`config.mk`:
```
export PLATFORM = sky130hd
export DESIGN_NAME = maxpool2d_stream
export DESIGN_NICKNAME = d
export VERILOG_FILES = /design/src/rtl/maxpool2d_stream.sv
export SDC_FILE = /design/constraint.sdc
export NUM_CORES = 1
export LEC_CHECK = 0
export ABC_AREA = 1
export CORE_MARGIN = 5
export CORE_UTILIZATION = 50
export DETAILED_ROUTE_END_ITERATION = 7
export GPL_TIMING_DRIVEN = 0
export PLACE_DENSITY = 0.7
export SLEW_MARGIN = 20
export SYNTH_ARGS = -nofsm -noshare
export SYNTH_HDL_FRONTEND = slang
export SYNTH_SLANG_ARGS = --single-unit
```
`constraint.sdc`:
```
create_clock -name clk -period 3 [get_ports clk]
set_input_delay 0.75 -clock clk [delete_from_list [all_inputs] [get_ports clk]]
set_output_delay 0.75 -clock clk [all_outputs]
set_load 0.01 [all_outputs]
```
`src/rtl/maxpool2d_stream.sv`:
```
// Streaming 2x2/stride-2 signed max-pool with a half-row line buffer and valid/ready handshake.
// Define MAXPOOL_RELU_EN to clamp negative pooled lanes to zero (fused ReLU).
module maxpool2d_stream #(
    parameter int unsigned dataColNum = 28,
    parameter int unsigned dataRowNum = 28,
    parameter int unsigned wordlength = 16,
    parameter int unsigned channels   = 1
) (
    input  logic                           clk,
    input  logic                           irst,
    input  logic                           in_valid,
    output logic                           in_ready,
    input  logic [channels*wordlength-1:0] pixels,
    output logic [channels*wordlength-1:0] data_out,
    output logic                           out_valid,
    input  logic                           out_ready,
    output logic                           out_last
);

    localparam int unsigned DW = channels * wordlength;
    localparam int unsigned PC = dataColNum / 2;
    localparam int unsigned PR = dataRowNum / 2;
    localparam int unsigned CW = $clog2(dataColNum);
    localparam int unsigned RW = $clog2(dataRowNum);
    localparam int unsigned IW = (PC > 1) ? $clog2(PC) : 1;
    localparam logic [CW-1:0] ColLast = CW'(dataColNum - 1);
    localparam logic [RW-1:0] RowLast = RW'(dataRowNum - 1);

    logic [CW-1:0] col_q;
    logic [RW-1:0] row_q;
    logic [DW-1:0] h_q;
    logic [DW-1:0] data_q;
    logic          out_valid_q;
    logic          out_last_q;
    logic [DW-1:0] lb [PC];

    logic          accept;
    logic          col_wrap;
    logic          row_wrap;
    logic          in_win;
    logic          last_win;
    logic [IW-1:0] lb_idx;
    logic [DW-1:0] lb_rd;
    logic [DW-1:0] max_hp;
    logic [DW-1:0] max_lp;
    logic [DW-1:0] pooled;

    function automatic logic [wordlength-1:0] smax(input logic [wordlength-1:0] a,
                                                   input logic [wordlength-1:0] b);
        return ($signed(a) >= $signed(b)) ? a : b;
    endfunction

    assign in_ready  = !irst && (!out_valid_q || out_ready);
    assign accept    = in_valid && in_ready;
    assign col_wrap  = (col_q == ColLast);
    assign row_wrap  = (row_q == RowLast);
    // Odd trailing column/row fall outside every window and are consumed silently.
    assign in_win    = (32'(col_q) < 2 * PC) && (32'(row_q) < 2 * PR);
    assign last_win  = (32'(row_q) == 2 * PR - 1) && (32'(col_q) == 2 * PC - 1);
    assign lb_idx    = IW'(col_q >> 1);
    assign lb_rd     = lb[lb_idx];

    always_comb begin
        max_hp = '0;
        max_lp = '0;
        pooled = '0;
        for (int k = 0; k < int'(channels); k++) begin
            max_hp[k*wordlength +: wordlength] =
                smax(h_q[k*wordlength +: wordlength], pixels[k*wordlength +: wordlength]);
            max_lp[k*wordlength +: wordlength] =
                smax(lb_rd[k*wordlength +: wordlength], pixels[k*wordlength +: wordlength]);
`ifdef MAXPOOL_RELU_EN
            pooled[k*wordlength +: wordlength] = max_hp[k*wordlength + wordlength - 1] ?
                '0 : max_hp[k*wordlength +: wordlength];
`else
            pooled[k*wordlength +: wordlength] = max_hp[k*wordlength +: wordlength];
`endif
        end
    end

    always_ff @(posedge clk) begin
        if (irst) begin
            col_q       <= '0;
            row_q       <= '0;
            h_q         <= '0;
            data_q      <= '0;
            out_valid_q <= 1'b0;
            out_last_q  <= 1'b0;
        end else begin
            if (out_valid_q && out_ready) begin
                out_valid_q <= 1'b0;
                out_last_q  <= 1'b0;
            end
            if (accept) begin
                col_q <= col_wrap ? '0 : col_q + CW'(1);
                if (col_wrap) begin
                    row_q <= row_wrap ? '0 : row_q + RW'(1);
                end
                if (in_win) begin
                    case ({row_q[0], col_q[0]})
                        2'b00:   h_q <= pixels;
                        2'b10:   h_q <= max_lp;
                        2'b11: begin
                            // Overrides the consume-clear above when a new window completes.
                            data_q      <= pooled;
                            out_valid_q <= 1'b1;
                            out_last_q  <= last_win;
                        end
                        default: ;
                    endcase
                end
            end
        end
    end

    // Top row of each window pair leaves its horizontal max here for the row below.
    always_ff @(posedge clk) begin
        if (accept && in_win && !row_q[0] && col_q[0]) begin
            lb[lb_idx] <= max_hp;
        end
    end

    assign data_out  = data_q;
    assign out_valid = out_valid_q;
    assign out_last  = out_last_q;

endmodule

```
# After elaboration in Yosys (flattened, before gate mapping)
# Memories as Yosys holds them, arrays and structs flattened. A register that Yosys moved wholly into a read port is not among the register bits.
# Cells that the tools add are included.
# word_totals
ff_bits	44
ramBits	224
inputBits	20
out_inout_bits	19
word_cells	51
n_memories	1
# op_classes
add_sub_neg	2
magnitude_cmp	4
n_eq_ne	4
n_mux	17
n_reduce_logical	17
# mem_list
memory	words	width	read_ports	rd_ports_with_merged_regs	wr	line	source
lb	14	16	1	1	1	35	logic [DW-1:0] lb [PC];
# op_table
operator	count
16-bit >= comparator	2
16-bit 2-to-1 mux	2
16-bit case mux with 2 select lines	1
5-bit by 1-bit adder with 5-bit output, second input constant	2
5-bit == test, second input constant	2
5-bit less-than comparator, second input constant	2
1-bit 2-to-1 mux	10
5-bit 2-to-1 mux	2
1-bit logical AND	8
4-bit 2-to-1 mux	2
3-bit AND reduction	2
2-bit == test, second input constant	2
1-bit zero test	3
2-bit zero test	1
2-bit AND reduction	1
2-bit nonzero test	1
1-bit logical OR	1

# Logic depth before layout (Yosys ltp)
# depth
ltp_word	9
depth_mapped	26

# Worst setup path after synthesis
# No wires, ideal clock.
# synth_timing
kind	input port to flip-flop
start	in out_ready
end	mem lb[9][0] (netlist name), enable pin
arrival_ps	2753
required_ps	2591
path_slack_ps	-163
path_stages	10
cell_sequence	nor2_1 -> nor2_1 -> nand2_1 -> inv_1 -> nand2_1 -> nor2_1 -> nand2_1 -> inv_1 -> nand2_1 -> nor3_1
# synth_via
elab_chain_len	8
# synth_lines
item	line	source
start, declared	16	input logic out_ready,
1-bit logical OR	53	assign in_ready = !irst && (!out_valid_q || out_ready);
1-bit logical AND	53	
named net in_ready	12	output logic in_ready,
1-bit logical AND	54	assign accept = in_valid && in_ready;
1-bit logical AND (3 in series)	118	if (accept && in_win && !row_q[0] && col_q[0]) begin
1-bit 2-to-1 mux	118	
1-bit 2-to-1 mux (implied by the code)	119	lb[lb_idx] <= max_hp;
end, declared	35	
# The timed path passes the listed nets, and every way through them passes these cells.

==> metrics.json <==
{
  "drt": {
    "wirelength_met1_um": 13500,
    "detailroute.wirelength.met3_um": 3190,
    "vias_per_cell": 5.78,
    "drt_iter0_drc": 1010,
    "drt.antenna.violating_nets": 0,
    "wl_met2_um": 16500,
    "post-route-drc-count": 0,
    "routed.top_layer": "met4",
    "routedWlPerCell_um": 21.3,
    "count_of_vias_placed_by_the_detailed_router": 9503,
    "dr.pass1.iters": 7,
    "drt_wl_total_um": 35100
  },
  "sta": {
    "rsz0062_at_grt": "true",
    "worstMarginPinSlew_ps": 850,
    "post_route_clock_skew_ps": 20.1,
    "final.min_clock_period_ps": 3200,
    "timing_hold_violations_final": 0,
    "final-setup-viol-count": 16,
    "post-route-period-util": 1.07,
    "maxSlewHeadroom": 0.431,
    "final_max_slew_viol_count": 0,
    "worst_slack_ps": -197,
    "maxClockFrequency_mhz": 313
  },
  "setup_path": {
    "path_delay_family": "simple AND/OR/NAND/NOR gates",
    "cp.arrival_ps": 3630,
    "critical_path.most_common_cell": "nand2_2",
    "cpPeakStageDelay_ps": 370,
    "r2r_setup_slack_ps": -200,
    "crit_chain": "buf_12 > clkinv_8 > buf_12 > buf_8 > nor2_2 > o211ai_1 > nand3_2 > nand2_2 > ha_4 > nand2_2 > nand2_1 > nand2_1 > nand2_2 > a21oi_2 > nand3_1 > nand2_2 > nand3_4 > clkbuf_16 > nand3_1 > nand2_1 > nor2_1 > nor2_1",
    "timing.critical_path.slowest_stage_cell": "dfxtp_4",
    "worstRegToRegCells": 22,
    "required_ps": 3430,
    "crit_path_max_fanout": 8,
    "r2r_end": "h_q[6]$_SDFFE_PP0P_",
    "crit_type": "register to register",
    "worst_setup_path_end_kind": "register",
    "crit_buf_inv": 5,
    "cp-start-kind": "register"
  },
  "placed_design": {
    "place.detailed.hpwl_um": 23100,
    "routabilityCongestion": 0.926,
    "place.detailed.instances": 1579,
    "place_worst_setup_slack_ps": -860,
    "buffer_ports.inserted": 38
  },
  "final_layout": {
    "final_cell_mix": "edfxtp_1, nor2_1, nand2_1",
    "final_layout_size_suffix_gt1_frac": 0.177,
    "final_core_util": 0.615,
    "layout_commonest_cell": "edfxtp_1",
    "insertedDiodeCount": 0,
    "finish.cell_count_without_fillers": 1644,
    "number_of_fill_cells": 1908,
    "finalNetCount": 1353,
    "area_growth_syn_to_layout_pct": 21.2
  },
  "global_route": {
    "number_of_global_route_vias_before_repair": 9141,
    "grt_max_degree": 17,
    "grt_first_pass_wirelength_um": 51400,
    "globalRouteTotalUtil": 0.236,
    "antenna_violations_before_repair": 4,
    "grt_overflow_total": 0
  },
  "clock_tree": {
    "tritoncts_buffer_count": 28,
    "cts_num_sinks": 272,
    "cts_root_buf": "clkbuf_16",
    "clk_pin_slew_ps": 60,
    "cts-htree-levels": 1,
    "number_of_hold_buffers_added_after_cts": 0,
    "worstSkewPairLatency_ps": 560,
    "max-clock-path-buffers": 3,
    "cts_tree": "yes"
  },
  "power": {
    "internal-power_uw": 6560,
    "power_frac_clock": 0.385,
    "net-switching-power_uw": 2260,
    "p_per_area_nw_per_um2": 592,
    "ir_worst_vdd_uv": 464,
    "lkg_pwr_uw": 0.00569,
    "power_share_of_the_combinational_group": 0.135,
    "seq_power_share": 0.480,
    "power.switching_fraction": 0.256
  },
  "synthesis": {
    "synthFlopType": "edfxtp_1",
    "synthesis.area_per_instance_um2": 10.2,
    "async_reset_ff_frac": 0,
    "flops_latches_synth": 272,
    "ys_warn_count": 0,
    "yosysUniqueCellTypes": 31,
    "synth-edff-count": 224,
    "synth_area_um2": 12300,
    "postSynthNetCount": 1260,
    "netlist_instances": 1206,
    "synth-seq-area-share": 0.625
  },
  "min_path": {
    "holdCritStartpoint": "row_q[1]$_SDFFE_PP0P_",
    "worstHoldPathCells": 2,
    "hp-class": "register to register",
    "worst_hold_endpoint": "row_q[1]$_SDFFE_PP0P_"
  },
  "job": {
    "timing.max_cap.violations": 0
  },
  "floorplan": {
    "core_um2": 24200,
    "design.die.area_um2": 27900,
    "fp.dieW_um": 167,
    "die_h_um": 167,
    "io_pins": 39,
    "num_rows": 57,
    "initial_utilization": 0.508
  },
  "run_status": {
    "outcome": "complete, but fails checks",
    "violated_checks": "negative setup slack"
  }
}
-- repair_timing --
item                                    in CTS  in global routing
gates cloned                                 0                  5
resized for setup                           63                116
setup buffers                                0                 10
pin swaps                                    5                 20
endpoints found under the setup margin     203                308
-- layout make-up --
type	instances	area [µm²]	area share
plain buffers	63	469	0.0315
clock inverters	15	161	0.0108
clock buffers	36	731	0.0490
inverters	94	365	0.0245
multi-input cells	777	4390	0.294
flip-flops and latches	272	7690	0.516
well taps	324	405	0.0272
repair buffers	63	703	0.0472
-- worst max-delay path by stage --
stage | slack (ps) | endpoint | depth (start not counted) | start
global route | -370 | h_q[8]$_SDFFE_PP0P_ | 22 | register
detailed placement | -860 | lb[5][9]$_DFFE_PP_ | 13 | pixels[15]
global placement | -1100 | lb[4][9]$_DFFE_PP_ | 10 | irst
finish | -200 | h_q[6]$_SDFFE_PP0P_ | 22 | register
floorplan | 200 | lb[5][0]$_DFFE_PP_ | 10 | out_ready
CTS | -130 | h_q[2]$_SDFFE_PP0P_ | 22 | register
-- tightest hold or removal path, cell delays in order, from the launching register on --
cell and delay, ps:
dfxtp_1 310, inv_1 70, a211oi_1 60
-- metal layers --
| layer | vias to the layer above | GRT usage |
|---|---|---|
| li1 | 4370 | - |
| met1 | 4555 | 0.304 |
| met2 | 463 | 0.385 |
| met3 | 115 | 0.0495 |
| met4 | 0 | 0.106 |
| met5 | - | 0 |
-- cells in the mapped netlist, types with 2 or more instances --
cell type	instances	area [µm²]
nand2_2	4	25.0
o211ai_1	32	240
buf_4	3	22.5
nand3_1	48	240
nand2_1	171	642
buf_1	8	30.0
a21oi_1	53	265
nand2_4	10	113
nand3_2	14	140
inv_2	3	11.3
dfxtp_1	48	961
a211oi_1	2	15.0
nor2_1	220	826
nor3_1	8	40.0
buf_2	25	125
clkbuf_1	27	101
o21ai_0	120	601
o21ai_1	17	85.1
o22ai_1	16	100
nand4_1	19	119
nor2_4	2	22.5
edfxtp_1	224	6730
ha_1	34	425
inv_1	91	342
-- sequential cells by signal, summed over array words and instances, names as in the netlist, named ones only --
name and cells:
row_q 5, col_q 5, h_q 16, lb 224, data_out 16, out_valid 1
out_last 1
-- kinds of logic (layout without fill, tap and decap cells) --
group,Yosys count,in the layout,synth area share
AND/OR/NAND/NOR,500,501,0.180
flip-flops,272,272,0.625
AO/OA/AOI/OAI,241,241,0.107
buffers and inverters,158,271,0.0530
adder cells (fa/ha/maj),34,34,0.0346
XOR/XNOR,1,1,0.000712
-- power by group through the flow --
stage                     registers, µW  clock network, µW  logic (µW)
after floorplan                    4310                  0         582
after global placement             4320                  0         913
after detailed placement           4320                  0         940
after CTS                          4240               3420         989
after global routing               4240               3620        1270
final                              4240               3400        1190
-- metrics by stage --
stage | hold WS [ps] | cell area, µm² | total power [µW] | setup TNS [ps]
global placement | 473 | 13100 | 5230 | -363750
floorplan | 456 | 12300 | 4890 | 0
global route | 519 | 14900 | 9120 | -6330
detailed placement | 482 | 13300 | 5260 | -244030
finish | 489 | 14900 | 8820 | -2290
CTS | 492 | 14300 | 8650 | -2040
Note: power is estimated with default switching activity, not from simulation.
